### src/rtl/cardinal_nic_fifo_if.sv
// PE load/store port plus router RI/SI and RO/SO handshakes of the Cardinal NIC.
// master = PE/router side driving requests, slave = the NIC itself.
interface cardinal_nic_fifo_if #(
  parameter int DATA_W = 64
);
  logic [1:0]        addr;
  logic [DATA_W-1:0] d_in;
  logic [DATA_W-1:0] d_out;
  logic              nicEn;
  logic              nicWrEn;
  logic              net_si;
  logic              net_ri;
  logic [DATA_W-1:0] net_di;
  logic              net_so;
  logic              net_ro;
  logic [DATA_W-1:0] net_do;
  logic              net_polarity;

  modport master (
    output addr, d_in, nicEn, nicWrEn, net_si, net_di, net_ro, net_polarity,
    input  d_out, net_ri, net_so, net_do
  );

  modport slave (
    input  addr, d_in, nicEn, nicWrEn, net_si, net_di, net_ro, net_polarity,
    output d_out, net_ri, net_so, net_do
  );
endinterface

### src/rtl/cardinal_nic_fifo.sv
// Cardinal NIC: RX FIFO and two per-VC TX FIFOs; PE reads return on d_out one cycle later.
// Router backpressure via net_ri (RX full) and net_ro (gates injection of the polarity-selected VC).

module cardinal_nic_fifo_buf #(
  parameter int WIDTH = 64,
  parameter int DEPTH = 4,
  localparam int AW = $clog2(DEPTH),
  localparam int CW = AW + 1
) (
  input  logic             clk,
  input  logic             reset_n,
  input  logic             push_vld,
  input  logic [WIDTH-1:0] push_dat,
  input  logic             pop_vld,
  output logic [WIDTH-1:0] head_dat,
  output logic [CW-1:0]    count,
  output logic             full,
  output logic             empty
);
  logic [WIDTH-1:0] mem [DEPTH];
  logic [AW-1:0]    wr_ptr;
  logic [AW-1:0]    rd_ptr;
  logic             do_push;
  logic             do_pop;

  assign full     = (count == CW'(DEPTH));
  assign empty    = (count == '0);
  assign do_push  = push_vld & ~full;
  assign do_pop   = pop_vld & ~empty;
  assign head_dat = mem[rd_ptr];

  always_ff @(posedge clk) begin
    if (do_push) mem[wr_ptr] <= push_dat;
  end

  // Power-of-two depth lets the pointers wrap by plain overflow.
  always_ff @(posedge clk or negedge reset_n) begin
    if (!reset_n) begin
      wr_ptr <= '0;
      rd_ptr <= '0;
      count  <= '0;
    end else begin
      if (do_push) wr_ptr <= wr_ptr + 1'b1;
      if (do_pop)  rd_ptr <= rd_ptr + 1'b1;
      case ({do_push, do_pop})
        2'b10:   count <= count + 1'b1;
        2'b01:   count <= count - 1'b1;
        default: count <= count;
      endcase
    end
  end
endmodule

module cardinal_nic_fifo #(
  parameter int DATA_W   = 64,
  parameter int VC_LSB   = 0,
  parameter int RX_DEPTH = 4,
  parameter int TX_DEPTH = 4
) (
  input logic                 clk,
  input logic                 reset_n,
  cardinal_nic_fifo_if.slave  bus
);
  localparam int RX_CW = $clog2(RX_DEPTH) + 1;
  localparam int TX_CW = $clog2(TX_DEPTH) + 1;

  logic [DATA_W-1:0] rx_head;
  logic [RX_CW-1:0]  rx_cnt;
  logic              rx_full;
  logic              rx_empty;
  logic              rx_push;
  logic              rx_pop;

  logic [DATA_W-1:0] tx0_head, tx1_head;
  logic [TX_CW-1:0]  tx0_cnt, tx1_cnt;
  logic              tx0_full, tx1_full;
  logic              tx0_empty, tx1_empty;
  logic              tx0_push, tx1_push;
  logic              tx0_pop, tx1_pop;

  logic              rd_en;
  logic              wr_en;
  logic              tx_wr;
  logic              tx_vc;
  logic              drop;
  logic              send;
  logic              sel;
  logic              drop_flag;
  logic [DATA_W-1:0] d_out_q;
  logic [DATA_W-1:0] rx_stat;
  logic [DATA_W-1:0] tx_stat;

  assign rd_en = bus.nicEn & ~bus.nicWrEn;
  assign wr_en = bus.nicEn & bus.nicWrEn;

  // RX path: router pushes whenever there is room.
  assign bus.net_ri = ~rx_full;
  assign rx_push    = bus.net_si & ~rx_full;
  assign rx_pop     = rd_en & (bus.addr == 2'b00) & ~rx_empty;

  cardinal_nic_fifo_buf #(.WIDTH(DATA_W), .DEPTH(RX_DEPTH)) u_rx (
    .clk      (clk),
    .reset_n  (reset_n),
    .push_vld (rx_push),
    .push_dat (bus.net_di),
    .pop_vld  (rx_pop),
    .head_dat (rx_head),
    .count    (rx_cnt),
    .full     (rx_full),
    .empty    (rx_empty)
  );

  // TX path: the full check uses pre-edge occupancy, so a full queue rejects
  // a write even when it is sending on the same edge.
  assign tx_wr    = wr_en & (bus.addr == 2'b10);
  assign tx_vc    = bus.d_in[VC_LSB];
  assign tx0_push = tx_wr & ~tx_vc & ~tx0_full;
  assign tx1_push = tx_wr &  tx_vc & ~tx1_full;
  assign drop     = tx_wr & (tx_vc ? tx1_full : tx0_full);

  assign sel     = bus.net_polarity;
  assign send    = bus.net_ro & (sel ? ~tx1_empty : ~tx0_empty);
  assign tx0_pop = send & ~sel;
  assign tx1_pop = send &  sel;

  assign bus.net_so = send;
  assign bus.net_do = send ? (sel ? tx1_head : tx0_head) : '0;

  cardinal_nic_fifo_buf #(.WIDTH(DATA_W), .DEPTH(TX_DEPTH)) u_tx0 (
    .clk      (clk),
    .reset_n  (reset_n),
    .push_vld (tx0_push),
    .push_dat (bus.d_in),
    .pop_vld  (tx0_pop),
    .head_dat (tx0_head),
    .count    (tx0_cnt),
    .full     (tx0_full),
    .empty    (tx0_empty)
  );

  cardinal_nic_fifo_buf #(.WIDTH(DATA_W), .DEPTH(TX_DEPTH)) u_tx1 (
    .clk      (clk),
    .reset_n  (reset_n),
    .push_vld (tx1_push),
    .push_dat (bus.d_in),
    .pop_vld  (tx1_pop),
    .head_dat (tx1_head),
    .count    (tx1_cnt),
    .full     (tx1_full),
    .empty    (tx1_empty)
  );

  always_comb begin
    rx_stat              = '0;
    rx_stat[DATA_W-1]    = ~rx_empty;
    rx_stat[7:0]         = 8'(rx_cnt);
    tx_stat              = '0;
    tx_stat[DATA_W-1]    = tx0_full | tx1_full;
    tx_stat[DATA_W-2]    = drop_flag;
    tx_stat[15:8]        = 8'(tx1_cnt);
    tx_stat[7:0]         = 8'(tx0_cnt);
  end

  // A drop wins over the clear-on-read of the TX status word.
  always_ff @(posedge clk or negedge reset_n) begin
    if (!reset_n)                               drop_flag <= 1'b0;
    else if (drop)                              drop_flag <= 1'b1;
    else if (rd_en && (bus.addr == 2'b11))      drop_flag <= 1'b0;
  end

  always_ff @(posedge clk or negedge reset_n) begin
    if (!reset_n) begin
      d_out_q <= '0;
    end else if (rd_en) begin
      case (bus.addr)
        2'b00:   d_out_q <= rx_empty ? '0 : rx_head;
        2'b01:   d_out_q <= rx_stat;
        2'b10:   d_out_q <= '0;
        default: d_out_q <= tx_stat;
      endcase
    end else begin
      d_out_q <= '0;
    end
  end

  assign bus.d_out = d_out_q;
endmodule

### src/flat_wrapper.sv
// flat-port wrapper written by rule: the top's interface ports become plain ports
module cardinal_nic_fifo_flat 
#(
  parameter int DATA_W   = 64,
  parameter int VC_LSB   = 0,
  parameter int RX_DEPTH = 4,
  parameter int TX_DEPTH = 4
)
  (clk, reset_n, bus_addr, bus_d_in, bus_nicEn, bus_nicWrEn, bus_net_si, bus_net_di, bus_net_ro, bus_net_polarity, bus_d_out, bus_net_ri, bus_net_so, bus_net_do);
  cardinal_nic_fifo_if #(.DATA_W(DATA_W)) bus_i ();
  input logic clk;
  input logic reset_n;
  input wire logic [$bits(bus_i.addr)-1:0] bus_addr;
  input wire logic [$bits(bus_i.d_in)-1:0] bus_d_in;
  input wire logic [$bits(bus_i.nicEn)-1:0] bus_nicEn;
  input wire logic [$bits(bus_i.nicWrEn)-1:0] bus_nicWrEn;
  input wire logic [$bits(bus_i.net_si)-1:0] bus_net_si;
  input wire logic [$bits(bus_i.net_di)-1:0] bus_net_di;
  input wire logic [$bits(bus_i.net_ro)-1:0] bus_net_ro;
  input wire logic [$bits(bus_i.net_polarity)-1:0] bus_net_polarity;
  output wire logic [$bits(bus_i.d_out)-1:0] bus_d_out;
  output wire logic [$bits(bus_i.net_ri)-1:0] bus_net_ri;
  output wire logic [$bits(bus_i.net_so)-1:0] bus_net_so;
  output wire logic [$bits(bus_i.net_do)-1:0] bus_net_do;
  assign bus_i.addr = bus_addr;
  assign bus_i.d_in = bus_d_in;
  assign bus_i.nicEn = bus_nicEn;
  assign bus_i.nicWrEn = bus_nicWrEn;
  assign bus_i.net_si = bus_net_si;
  assign bus_i.net_di = bus_net_di;
  assign bus_i.net_ro = bus_net_ro;
  assign bus_i.net_polarity = bus_net_polarity;
  assign bus_d_out = bus_i.d_out;
  assign bus_net_ri = bus_i.net_ri;
  assign bus_net_so = bus_i.net_so;
  assign bus_net_do = bus_i.net_do;
  cardinal_nic_fifo #(.DATA_W(DATA_W), .VC_LSB(VC_LSB), .RX_DEPTH(RX_DEPTH), .TX_DEPTH(TX_DEPTH)) u_core (.clk(clk), .reset_n(reset_n), .bus(bus_i));
endmodule
### config.mk
export PLATFORM = sky130hd
export DESIGN_NAME = cardinal_nic_fifo_flat
export DESIGN_NICKNAME = d
export VERILOG_FILES = /design/src/rtl/cardinal_nic_fifo_if.sv /design/src/rtl/cardinal_nic_fifo.sv /design/src/flat_wrapper.sv
export SDC_FILE = /design/constraint.sdc
export NUM_CORES = 1
export LEC_CHECK = 0
export ABC_AREA = 1
export BUFFER_PORTS_ARGS = -buffer_cell sky130_fd_sc_hd__buf_4
export CAP_MARGIN = 15
export CORE_UTILIZATION = 36
export DETAILED_ROUTE_END_ITERATION = 12
export PLACE_DENSITY = 0.6
export SLEW_MARGIN = 40
export SYNTH_ARGS = -nofsm -noshare
export SYNTH_HDL_FRONTEND = slang
export SYNTH_SLANG_ARGS = --single-unit
### constraint.sdc
create_clock -name clk -period 4.6 [get_ports clk]
set_clock_uncertainty 0.05 [all_clocks]
set_input_delay 1.15 -clock clk [delete_from_list [all_inputs] [get_ports clk]]
set_output_delay 1.15 -clock clk [all_outputs]
set_load 0.1 [all_outputs]
==> results.py <==
metrics = {
    "route": {
        "wl_per_cell_um": 19.0,
        "first_iter_violations": 1466,
        "drtPass1Iterations": 7,
        "drt-total-wl_um": 80400,
        "final_antenna_net_count": 0,
        "avgViaCountPerCell": 4.78,
        "drc": 0,
        "vias": 20200,
    },
    "clock_network": {
        "clk_latency_ns": 0.65,
        "clk_pin_slew_ns": 0.06,
        "cts_tree": "done",
        "clockBufferDepth": 3,
        "htree_levels": 3,
        "cts_buffers": 90,
        "post-cts-setup-buffers": 0,
        "holdBufCountCts": 0,
        "cts_resized": 0,
        "root_buffer": "clkbuf_16",
        "cts.sinks": 854,
    },
    "critical_path": {
        "critPathLaunchType": "flop",
        "criticalPathCategory": "reg2out",
        "path_max_fanout": 24,
        "critPathCaptureType": "primary output",
        "reg2reg_to": "u_core.u_tx1.count[2]",
        "rrSetupSlack_ns": 1.94,
        "cpPeakStageDelay_ns": 0.52,
        "cp.required_ns": 3.40,
        "r2r_start": "u_core.u_tx1.count[0]",
        "arrival_ns": 2.82,
        "critPathMostFrequentCell": "nand2_1",
        "cp_cell_sequence": "inv_2, buf_4, a21oi_1, o21ai_0, nand2_1, nand2_1, nand2_1, buf_4",
        "slowest_stage": "dfrtp_2",
        "reg2regPathDepth": 11,
    },
    "logic_synthesis": {
        "synth.top_cell.area_share_pct": 68.8,
        "async_flop_share_pct": 10.1,
        "yosys.area.top_type": "edfxtp_1",
        "synth_xor_area_share_pct": 0.288,
        "synth_fp_nets": 2814,
        "yosys.area_share.simple_pct": 12.1,
        "synthCells": 2659,
        "synth_edf_count": 768,
        "synth.avg_cell_area_um2": 12.6,
        "synth.distinct_cells": 26,
        "yosys_warnings": 0,
        "synth_most_common_cell": "edfxtp_1",
        "muxShareOfSynthArea_pct": 0,
        "syn_area_mm2": 0.0335,
        "synth_top_family_by_area": "simple AND/OR/NAND/NOR gates",
        "synth_seq_cells": 854,
        "synth_compound_area_share_pct": 7.21,
        "synthTopCellsByCount": "edfxtp_1 (768), nand2_1 (515), nor2_1 (243), nand3_1 (218), o21ai_0 (201)",
        "ys_seq_area_share_pct": 75.3,
        "synth-main-ff-cell": "edfxtp_1",
        "synthAdderAreaFrac_pct": 0.739,
        "synthTopCellsByArea": "edfxtp_1 (69%), dfrtp_1 (6.4%), nand2_1 (5.8%)",
    },
    "job": {
        "maxCapViolCount": 0,
    },
    "placed_design": {
        "placedCellCount": 4073,
        "io_buffers": 266,
        "pre_cts_slack_ns": 0.747,
        "place_hpwl_um": 47400,
        "gp_congestion": 0.741,
        "dpl-instance-area_mm2": 0.0370,
    },
    "timing": {
        "layout_min_cycle_time_ns": 4.02,
        "worst_slack_ns": 0.585,
        "fin_setup_tns_ns": 0,
        "tightest_slew_ns": 0.826,
        "slew_viol_final": 0,
        "rsz0062_at_grt": "no",
        "slew_headroom_pct": 44.8,
        "holdWs_ns": 0.457,
        "setup_viol": 0,
        "finalHoldViolCount": 0,
        "min_period_over_period_pct": 87.3,
        "max_freq_mhz": 249,
    },
    "power_and_ir_drop": {
        "vdd_drop_max_mv": 0.360,
        "swShare_pct": 38.4,
        "p_sw_mw": 9.32,
        "clockPowerShare_pct": 28.2,
        "leakagePower_nw": 15.1,
        "p_per_area_mw_per_mm2": 609,
        "pwr-share-seq_pct": 39.2,
        "combPwrFrac_pct": 32.6,
        "internal_power_mw": 15.0,
    },
    "min_path": {
        "min_to": "u_core.bus.d_out[62]",
        "hold_class": "reg2reg",
        "hold_depth": 2,
        "hp-start": "u_core.drop_flag",
    },
    "global_route": {
        "grt_usage_pct": 16.9,
        "grt_pass1_wl_um": 120000,
        "grt_max_degree": 130,
        "gr-total-overflow": 0,
        "antenna_found_initial": 11,
        "grt_pass1_vias": 19100,
    },
    "layout": {
        "area_growth_pct": 19.0,
        "drive_above_1_share_pct": 17.5,
        "multi_input_area_mm2": 0.00692,
        "fin_area_mm2": 0.0399,
        "fillers": 8330,
        "final_cells": 4235,
        "seqCellArea_mm2": 0.0252,
        "fin_nets": 3078,
    },
    "floorplan": {
        "fp.dieArea_mm2": 0.0943,
        "io_pins": 267,
        "core_mm2": 0.0919,
        "die_h_um": 307,
        "initial_core_util_pct": 36.4,
        "die_width_um": 307,
        "row_count": 111,
    },
    "run_status": {
        "status": "finished clean",
    },
}
-- registers in the layout, indices dropped and copies added, names as in the netlist, 3 cells and up --
register	flops
u_core.u_rx.mem	256
u_core.u_tx0.mem	256
u_core.u_tx1.mem	256
u_core.bus.d_out	64
u_core.u_rx.count	3
u_core.u_tx0.count	3
u_core.u_tx1.count	3
-- cell usage in the layout (no fill, tap or decap), types with 19 or more instances in the layout --
| master | instances |
|---|---|
| inv_1 | 175 |
| edfxtp_1 | 768 |
| nand3_1 | 218 |
| dfrtp_1 | 80 |
| o21ai_0 | 201 |
| a21oi_2 | 40 |
| buf_4 | 296 |
| clkbuf_1 | 24 |
| nand2_1 | 515 |
| clkbuf_16 | 92 |
| o21ai_1 | 60 |
| nor2_1 | 231 |
| buf_12 | 19 |
| a21oi_1 | 152 |
-- power groups by stage --
stage / clock network [mW] / registers, mW / logic (mW)
2_1_floorplan: 0 / 9.77 / 5.57
3_3_place_gp: 0 / 9.66 / 7.93
3_5_place_dp: 0 / 9.68 / 7.97
4_1_cts: 7.01 / 9.52 / 8.00
5_1_grt: 7.31 / 9.58 / 8.62
6_report: 6.84 / 9.52 / 7.92
-- worst max-delay path, delay by kind of cell, from the launching register on --
kind / cells / cell delay [ns]
buffers and inverters: 3 / 1.17
flip-flops: 1 / 0.52
AND/OR/NAND/NOR: 3 / 0.33
AO/OA/AOI/OAI: 2 / 0.18
-- cell families after synthesis --
logic type               count (synthesis)
AO/OA/AOI/OAI                          453
XOR/XNOR                                11
adder cells (fa/ha/maj)                 18
buffers and inverters                  334
flip-flops                             854
AND/OR/NAND/NOR                        989
-- stage by stage --
step	util [%]	power, mW
after floorplan	-	15.3
after global placement	40.3	17.6
after detailed placement	40.3	17.6
after CTS	43.3	24.5
after global routing	43.4	25.5
final	43.4	24.3
-- final cells by class --
class	instances	area share (%)
sequential	854	63.3
multi-input combinational	1471	17.3
antenna	1	0.00627
inverter	188	1.79
tap	1243	3.90
clock inverter	36	0.781
clock buffer	124	6.27
timing repair buffer	318	6.65
-- layer usage --
layer  up-vias  routed length, µm  track usage (%)
met5         -                106                0
met2       550              37700             27.0
met4        18               2090             5.43
li1       9743                  -                -
met3       142               6040             4.75
met1      9790              34500             22.3
-- how the worst max path moves through the flow --
stage	from	end	cells past startpoint	slack, ns
after floorplan	u_core.u_rx.count[0]	u_core.u_rx.mem[0][0]	4	-0.29
after CTS	u_core.u_tx0.rd_ptr[1]	bus_net_do[20]	8	0.48
after global routing	u_core.u_tx0.rd_ptr[1]	bus_net_do[20]	8	0.34
after global placement	bus_net_ro	bus_net_do[14]	7	0.82
final	u_core.u_tx0.rd_ptr[1]	bus_net_do[20]	8	0.58
after detailed placement	bus_net_ro	bus_net_do[22]	7	0.75
(Power assumes the default switching activity.)
